<file path="config.mk">
export PLATFORM = sky130hd
export DESIGN_NAME = bus_arbiter_rr
export DESIGN_NICKNAME = d
export VERILOG_FILES = /design/src/rtl/bus_arbiter_rr.sv
export SDC_FILE = /design/constraint.sdc
export NUM_CORES = 1
export LEC_CHECK = 0
export ABC_AREA = 1
export CAP_MARGIN = 20
export CORE_UTILIZATION = 30
export CTS_CLUSTER_DIAMETER = 150
export DETAILED_ROUTE_END_ITERATION = 12
export PLACE_DENSITY_LB_ADDON = 0.3
export SLEW_MARGIN = 10
export SYNTH_ARGS = -nofsm -noshare
export SYNTH_HDL_FRONTEND = slang
export SYNTH_SLANG_ARGS = --single-unit
</file>
<file path="constraint.sdc">
create_clock -name sys_clk -period 1.9 [get_ports sys_clk]
set_input_delay 0.19 -clock sys_clk [delete_from_list [all_inputs] [get_ports sys_clk]]
set_output_delay 0.19 -clock sys_clk [all_outputs]
set_load 0.01 [all_outputs]
</file>
<file path="src/rtl/bus_arbiter_rr.sv">
// bus_arbiter_rr: N-master round-robin/fixed-priority bus arbiter with serial slave-address capture.
// Optional BUSY watchdog enabled by defining ARB_TIMEOUT_EN.
module bus_arbiter_rr #(
  parameter int NUM_MASTERS = 4,
  parameter int SLAVE_ADDR_W = 2,
  parameter int PRIORITY_MODE = 0,
  parameter int TIMEOUT_CYCLES = 255,
  localparam int GW = $clog2(NUM_MASTERS + 1)
) (
  input  logic                    sys_clk,
  input  logic                    sys_rst,
  input  logic [NUM_MASTERS-1:0]  m_request,
  input  logic [NUM_MASTERS-1:0]  m_slave_sel,
  input  logic                    trans_done,
  output logic [NUM_MASTERS-1:0]  m_grant,
  output logic [GW-1:0]           bus_grant,
  output logic [SLAVE_ADDR_W-1:0] slave_sel,
  output logic                    arbiter_busy,
  output logic                    bus_busy,
  output logic                    timeout
);
  localparam int IW = $clog2(NUM_MASTERS);
  localparam int CW = (SLAVE_ADDR_W > 1) ? $clog2(SLAVE_ADDR_W) : 1;

  if (NUM_MASTERS < 2 || NUM_MASTERS > 8 || SLAVE_ADDR_W < 1 || SLAVE_ADDR_W > 4 ||
      PRIORITY_MODE < 0 || PRIORITY_MODE > 1 || TIMEOUT_CYCLES < 1 || TIMEOUT_CYCLES > 65535) begin : g_bad_params
    $error("bus_arbiter_rr: parameter out of range");
  end

  typedef enum logic [1:0] {IDLE, ADDR, BUSY} state_t;

  state_t                  state_q, state_d;
  logic [IW-1:0]           win_q, win_d, last_q, last_d, w, gi;
  logic [CW-1:0]           cnt_q, cnt_d;
  logic [SLAVE_ADDR_W-1:0] addr_q, addr_d, ssel_q, ssel_d, ga;
  logic [NUM_MASTERS-1:0]  grant_q, grant_d;
  logic [GW-1:0]           bgrant_q, bgrant_d;
  logic                    abusy_q, abusy_d, bbusy_q, bbusy_d, timeout_q, timeout_d, issue, rel;
`ifdef ARB_TIMEOUT_EN
  logic [15:0]             tcnt_q, tcnt_d;
`endif

  // Descending scan so the last hit is the highest-priority candidate.
  always_comb begin
    w = '0;
    for (int k = NUM_MASTERS; k >= 1; k--) begin
      int idx;
      idx = (PRIORITY_MODE != 0) ? k - 1 : (int'(last_q) + k) % NUM_MASTERS;
      if (m_request[idx[IW-1:0]]) w = idx[IW-1:0];
    end
  end

  always_comb begin
    state_d = state_q;
    win_d = win_q;
    cnt_d = cnt_q;
    addr_d = addr_q;
    last_d = last_q;
    grant_d = grant_q;
    bgrant_d = bgrant_q;
    ssel_d = ssel_q;
    abusy_d = abusy_q;
    bbusy_d = bbusy_q;
    timeout_d = 1'b0;
`ifdef ARB_TIMEOUT_EN
    tcnt_d = tcnt_q;
`endif
    issue = 1'b0;
    rel = 1'b0;
    gi = win_q;
    ga = addr_q;
    case (state_q)
      IDLE: if (|m_request) begin
        gi = w;
        win_d = w;
        ga = '0;
        ga[0] = m_slave_sel[w];
        addr_d = ga;
        issue = SLAVE_ADDR_W == 1;
        abusy_d = SLAVE_ADDR_W != 1;
        cnt_d = CW'(1);
        state_d = ADDR;
      end
      ADDR: if (!m_request[win_q]) begin
        state_d = IDLE;
        abusy_d = 1'b0;
        addr_d = '0;
        cnt_d = '0;
      end else begin
        ga[cnt_q] = m_slave_sel[win_q];
        addr_d = ga;
        cnt_d = cnt_q + 1'b1;
        issue = cnt_q == CW'(SLAVE_ADDR_W - 1);
      end
      BUSY: begin
        rel = trans_done;
`ifdef ARB_TIMEOUT_EN
        tcnt_d = tcnt_q + 16'd1;
        if (!trans_done && tcnt_q == 16'(TIMEOUT_CYCLES - 1)) begin
          rel = 1'b1;
          timeout_d = 1'b1;
        end
`endif
      end
      default: state_d = IDLE;
    endcase
    if (issue) begin
      grant_d = NUM_MASTERS'(1) << gi;
      bgrant_d = GW'(gi) + GW'(1);
      ssel_d = ga;
      abusy_d = 1'b0;
      bbusy_d = 1'b1;
      last_d = gi;
      cnt_d = '0;
      state_d = BUSY;
`ifdef ARB_TIMEOUT_EN
      tcnt_d = '0;
`endif
    end
    if (rel) begin
      grant_d = '0;
      bgrant_d = '0;
      bbusy_d = 1'b0;
      state_d = IDLE;
    end
  end

  always_ff @(posedge sys_clk or posedge sys_rst) begin
    if (sys_rst) begin
      state_q <= IDLE;
      win_q <= '0;
      cnt_q <= '0;
      addr_q <= '0;
      last_q <= IW'(NUM_MASTERS - 1);
      grant_q <= '0;
      bgrant_q <= '0;
      ssel_q <= '0;
      abusy_q <= 1'b0;
      bbusy_q <= 1'b0;
      timeout_q <= 1'b0;
`ifdef ARB_TIMEOUT_EN
      tcnt_q <= '0;
`endif
    end else begin
      state_q <= state_d;
      win_q <= win_d;
      cnt_q <= cnt_d;
      addr_q <= addr_d;
      last_q <= last_d;
      grant_q <= grant_d;
      bgrant_q <= bgrant_d;
      ssel_q <= ssel_d;
      abusy_q <= abusy_d;
      bbusy_q <= bbusy_d;
      timeout_q <= timeout_d;
`ifdef ARB_TIMEOUT_EN
      tcnt_q <= tcnt_d;
`endif
    end
  end

  assign m_grant = grant_q;
  assign bus_grant = bgrant_q;
  assign slave_sel = ssel_q;
  assign arbiter_busy = abusy_q;
  assign bus_busy = bbusy_q;
  assign timeout = timeout_q;
endmodule
</file>
-- Word level (Yosys, flattened, before mapping)
Cells that the tools add are included.
- register bits after elaboration: 20
- input port bits: 11
- output and inout bits: 12
- word-level logic and storage cells: 90
- add/sub/neg operators: 6
- order comparisons: 8
- eq/ne operators: 7
- shift-type cells: 1
- multiplexer cells: 49
- reduce and logical (&&, ||, !) cells: 9
- operators by type and width (cell ; number):
    2-bit two-way mux ; 13
    2-bit by 3-bit < comparator with 1-bit output, second input constant ; 6
    1-bit two-way mux ; 18
    1-bit binary-select mux with 2-bit select ; 7
    3-bit != test, second input constant ; 3
    4-bit two-way mux ; 2
    4-bit != test, second input constant ; 2
    2-bit one-hot mux with 2 select lines ; 2
    3-bit two-way mux ; 2
    2-bit one-hot mux with 3 select lines ; 1
    3-bit AND reduction ; 2
    2-bit by 1-bit adder with 2-bit output, second input constant ; 2
    2-bit adder, second input constant ; 2
    1-bit one-hot mux with 2 select lines ; 2
    2-bit nonzero test ; 2
    4-bit OR reduction ; 1
    1-bit by 2-bit left shift with 4-bit output, first input constant ; 1
    2-bit by 1-bit adder with 3-bit output, second input constant ; 1
    3-bit nonzero test ; 1
    2-bit bitwise mux ; 1
    2-bit by 1-bit == test with 1-bit output, second input constant ; 1
    2-bit == test, second input constant ; 1
    2-bit logical NOT ; 1
    1-bit by 2-bit < comparator with 1-bit output, second input constant ; 1
    5 further kinds ; 5

-- Depth between registers and ports, before layout
- depth after elaboration: 12
- gate-level depth with buffers: 15
- depth with buffers taken out: 14

-- Worst setup path before layout
OpenSTA, ideal clock, no wires.
- path kind: register to register
- from: reg last_q[0]
- to: reg bgrant_q[1], in the netlist bus_grant[1]
- library setup time: 119 ps
- arrival time: 1782 ps
- required time: 1781 ps
- setup slack: -1 ps
- cell stages (with the launch flop): 16
- path buffers: 1
- period minus slack after synthesis: 1901 ps
- cells stage by stage: dfstp_2 > buf_6 > inv_6 > nand2_1 > nand2_2 > nand2_2 > nand2_2 > nand2_4 > nand2_2 > nand2_4 > nand2_4 > o21ai_4 > inv_1 > ha_1 > nand2_1 > nand2_1
- longest elaborated chain between the ends: 12
- elaborated cells on any way between the ends: 21
- classes of those cells: 5 x add/sub; 16 x mux
- ends and longest elaborated chain (what ; RTL line ; text):
    start, declared ; 33 ; logic [IW-1:0] win_q, win_d, last_q, last_d, w, gi;
    start signal, assigned ; 134 ; last_q <= IW'(NUM_MASTERS - 1);
    start signal, assigned ; 149 ; last_q <= last_d;
    2-bit by 1-bit adder with 2-bit output ; 48 ; idx = (PRIORITY_MODE != 0) ? k - 1 : (int'(last_q) + k) % NUM_MASTERS;
    1-bit binary-select mux with 2-bit select ; 49 ; if (m_request[idx[IW-1:0]]) w = idx[IW-1:0];
    1-bit two-way mux (not written as such) ; 49 ;
    2-bit two-way mux (3 in series) ; 49 ;
    2-bit two-way mux (*) ; 49 ;
    2-bit two-way mux (*) ; 73 ; IDLE: if (|m_request) begin
    2-bit two-way mux (*) ; 72 ; case (state_q)
    named net gi[0] ; 33 ;
    2-bit by 1-bit adder with 3-bit output (*) ; 109 ; bgrant_d = GW'(gi) + GW'(1);
    3-bit two-way mux (*) ; 107 ; if (issue) begin
    3-bit two-way mux (*) ; 120 ; if (rel) begin
    end signal, assigned ; 151 ; bgrant_q <= bgrant_d;
    end, declared ; 37 ; logic [GW-1:0] bgrant_q, bgrant_d;
Mark *: on every way through the listed nets, which the timed path passes. The rest lies on a longest branch. The select of a mux whose other input is x is not followed.
A chain may end at the register's enable or synchronous reset.

-- Worst setup path in the final report
Same ends and word-level chain as after synthesis.

==> impl_metrics.yaml <==
timing:
  setup_viol: 4
  fmax_mhz: 515
  timing.final.hold_violations: 0
  fin_crit_sh_pct: 102
  finClkSkew_ns: 0.00273
  drv_slew: 0
  fin_crit_ns: 1.94
  fin_ws_ns: -0.0405
  whs_ns: 0.254
  rsz0062_at_grt: "yes"
final_layout:
  stdcell_count: 256
  area_growth_pct: 52.9
  n_fill_cell: 391
  fin_area_sq_um: 1840
  layout.nets: 224
  antenna_cells: 0
  final_util_pct: 49.1
  drive_gt1_share_pct: 39.9
yosys:
  ys.flop_type: "dfrtp_1"
  yosysSeqAreaShare_pct: 37.7
  yosysMostFrequentCell: "nand2_1"
  synthCells: 159
  synth_area_sq_um: 1200
  synth_edf_count: 0
  syn_avg_cell_area_sq_um: 7.56
  synth_top_area_share_pct: 33.3
  synth_commonest_cells: "nand2_1, nand3_1, inv_1"
  syn_nets: 174
  ys_warn_count: 0
  ys_types: 28
  ys_top_cells_by_area: "dfrtp_1, nand2_1, nand3_1"
  synth_seq_cells: 18
  ys_async_sr_fraction_pct: 100
  yosys.area.top_type: "dfrtp_1"
routing:
  drt_wl_total_um: 3010
  ant_nets: 0
  detail_route.wl_per_cell_um: 11.8
  firstDrtPassIters: 4
  drc: 0
  drt-initial-drc-count: 31
  dr_total_vias: 1161
  via_per_inst: 4.54
clock_tree:
  worstSkewPairLatency_ns: 0.24
  cts-root-buf: "clkbuf_8"
  numClockSinks: 18
  cts_tree: "done"
  clk_pin_slew_ns: 0.07
  cts_buffers: 3
  htree_levels: 1
  cts_buffer_depth: 2
  cts_hold_buf: 0
floorplanning:
  die_w_um: 65.3
  ios: 23
  initial_utilization_pct: 32.1
  die_area_sq_um: 4270
  rows: 22
  die_h_um: 65.3
  coreArea_sq_um: 3740
power_and_ir_drop:
  p_clk_share_pct: 7.1
  p_int_w: 0.00206
  powerDensity_nw_per_um2: 2030
  irDropWorstVdd_uv: 943
  netSwitchingFraction_pct: 44.9
  p_switching_w: 0.00168
  leakage_nw: 0.923
  seq_power_share_pct: 20.5
  combPwrFrac_pct: 72.4
flow_run:
  cap_violations: 0
grt:
  grt_use_total_pct: 14.8
  grt_pass1_vias: 1127
  antenna_found_initial: 0
  grt_pass1_wl_um: 4980
  overflow: 0
  grt_max_degree: 19
worst_setup_path:
  worstPathArrival_ns: 2.08
  cp_cell_sequence: "buf_6 -> nand2_4 -> nand2_4 -> nand2_2 -> nand2_2 -> inv_4 -> nand3_4 -> nand2_4 -> o21ai_4 -> inv_2 -> ha_4 -> nand2_2 -> nand2_1"
  critPathMaxStageDelay_ns: 0.63
  cp_slowest_cell: "dfstp_2"
  cp-start-kind: "flip-flop"
  crit_path_max_fanout: 5
  critPathCaptureType: "flip-flop"
  worstReg2RegStart: "last_q[0]"
  crit_required_ns: 2.04
  worst_r2r_path_depth: 13
  critical_path_class: "reg -> reg"
  regToRegSetupSlack_ns: -0.04
  r2r_end: "bus_grant[1]"
placed_design:
  numPortBuffers: 21
  dp_cells: 243
  pre_cts_slack_ns: -0.183
  dpl_cell_area_sq_um: 1590
  gp_congestion: 0.784
  dp_hpwl_um: 2000
outcome:
  status: "finished, violations left"
  violations: "setup timing"
min_path:
  worstHoldPathType: "in -> async"
==> critical path, delay by kind of cell (launching register included) <==
| family | cells | cell delay (ns) |
|---|---|---|
| DFF | 1 | 0.63 |
| buffers and inverters | 3 | 0.27 |
| and+or+nand+nor | 8 | 0.53 |
| adders and majority gates | 1 | 0.24 |
| AOI/OAI and AO/OA | 1 | 0.15 |
==> kinds of logic (layout without fill, tap and decap cells) <==
logic type,Yosys count,after routing,share of synthesized area (%)
simple gates,84,84,34.9
compound gates,21,21,11.0
other cells,1,1,0.312
buf+inv,31,80,12.0
flops,18,18,37.7
fa+ha+maj,4,4,4.16
==> layout by cell type, fill, tap and decap left out, types with 2 or more instances in the layout <==
master,synthesis,final
nand2_1,41,30
buf_4,2,24
clkdlybuf4s50_1,0,21
nand3_1,20,18
inv_1,18,16
dfrtp_1,16,16
nand2_2,12,15
nand2_4,3,11
inv_2,7,8
a21oi_1,5,5
o21ai_1,8,5
nor2_1,4,4
o21ai_2,1,3
clkbuf_8,0,3
buf_6,2,3
nand3_2,1,2
o21ai_4,1,2
o21a_1,2,2
ha_2,0,2
dfstp_2,2,2
==> area by class of cell <==
type	instances	area, sq um	share of cell area, %
clock buffers	4	45.0	2.45
well taps	48	60.1	3.27
repair buffers	49	444	24.2
flip-flops and latches	18	453	24.6
multi-input cells	110	727	39.6
inverters	27	109	5.92
==> worst max-delay path by stage <==
| stage | cells after the start | slack [ns] | end | from |
|---|---|---|---|---|
| 2_1_floorplan | 15 | 0.02 | bus_grant[1] | last_q[0] |
| 3_3_place_gp | 13 | -0.19 | bus_grant[1] | m_request[3] |
| 3_5_place_dp | 14 | -0.18 | bus_grant[1] | m_request[3] |
| 4_1_cts | 14 | -0.02 | bus_grant[1] | last_q[0] |
| 5_1_grt | 14 | -0.13 | bus_grant[1] | last_q[1] |
| 6_report | 13 | -0.04 | bus_grant[1] | last_q[0] |
==> timing repair <==
item	CTS	global route
pin swaps	21	17
buffers inserted	8	1
gates resized for setup	21	15
endpoints found under the setup margin	4	9
==> registers in the layout, indices dropped and copies added (netlist names) <==
signal,cells
bus_busy,1
last_q,2
win_q,2
addr_q,1
state_q,2
bus_grant,2
cnt_q,1
m_grant,4
slave_sel,2
arbiter_busy,1
==> power by group through the flow <==
stage / Combinational, W / Clock (W) / Sequential, W
after floorplan: 0.00128 / 0 / 0.000751
after global placement: 0.00203 / 0 / 0.000769
after detailed placement: 0.00202 / 0 / 0.000761
after CTS: 0.00248 / 0.000276 / 0.000757
after global routing: 0.00296 / 0.000290 / 0.000795
final: 0.00271 / 0.000266 / 0.000766
==> layer usage <==
layer,part of all wire [%],vias up,routed length (um),global-route usage [%]
met4,1.4,0,43,4.08
met5,0,-,0,0
li1,-,591,-,-
met1,47,542,1410,20.5
met3,3.9,4,118,1.56
met2,48,24,1440,24.4
==> through the flow <==
step                TNS (ns)  total power, W
global route          -0.651         0.00405
global placement      -0.741         0.00280
detailed placement    -0.614         0.00279
finish               -0.0857         0.00374
CTS                  -0.0167         0.00351
floorplan                  0         0.00204
Note: power is estimated with default switching activity, not from simulation.
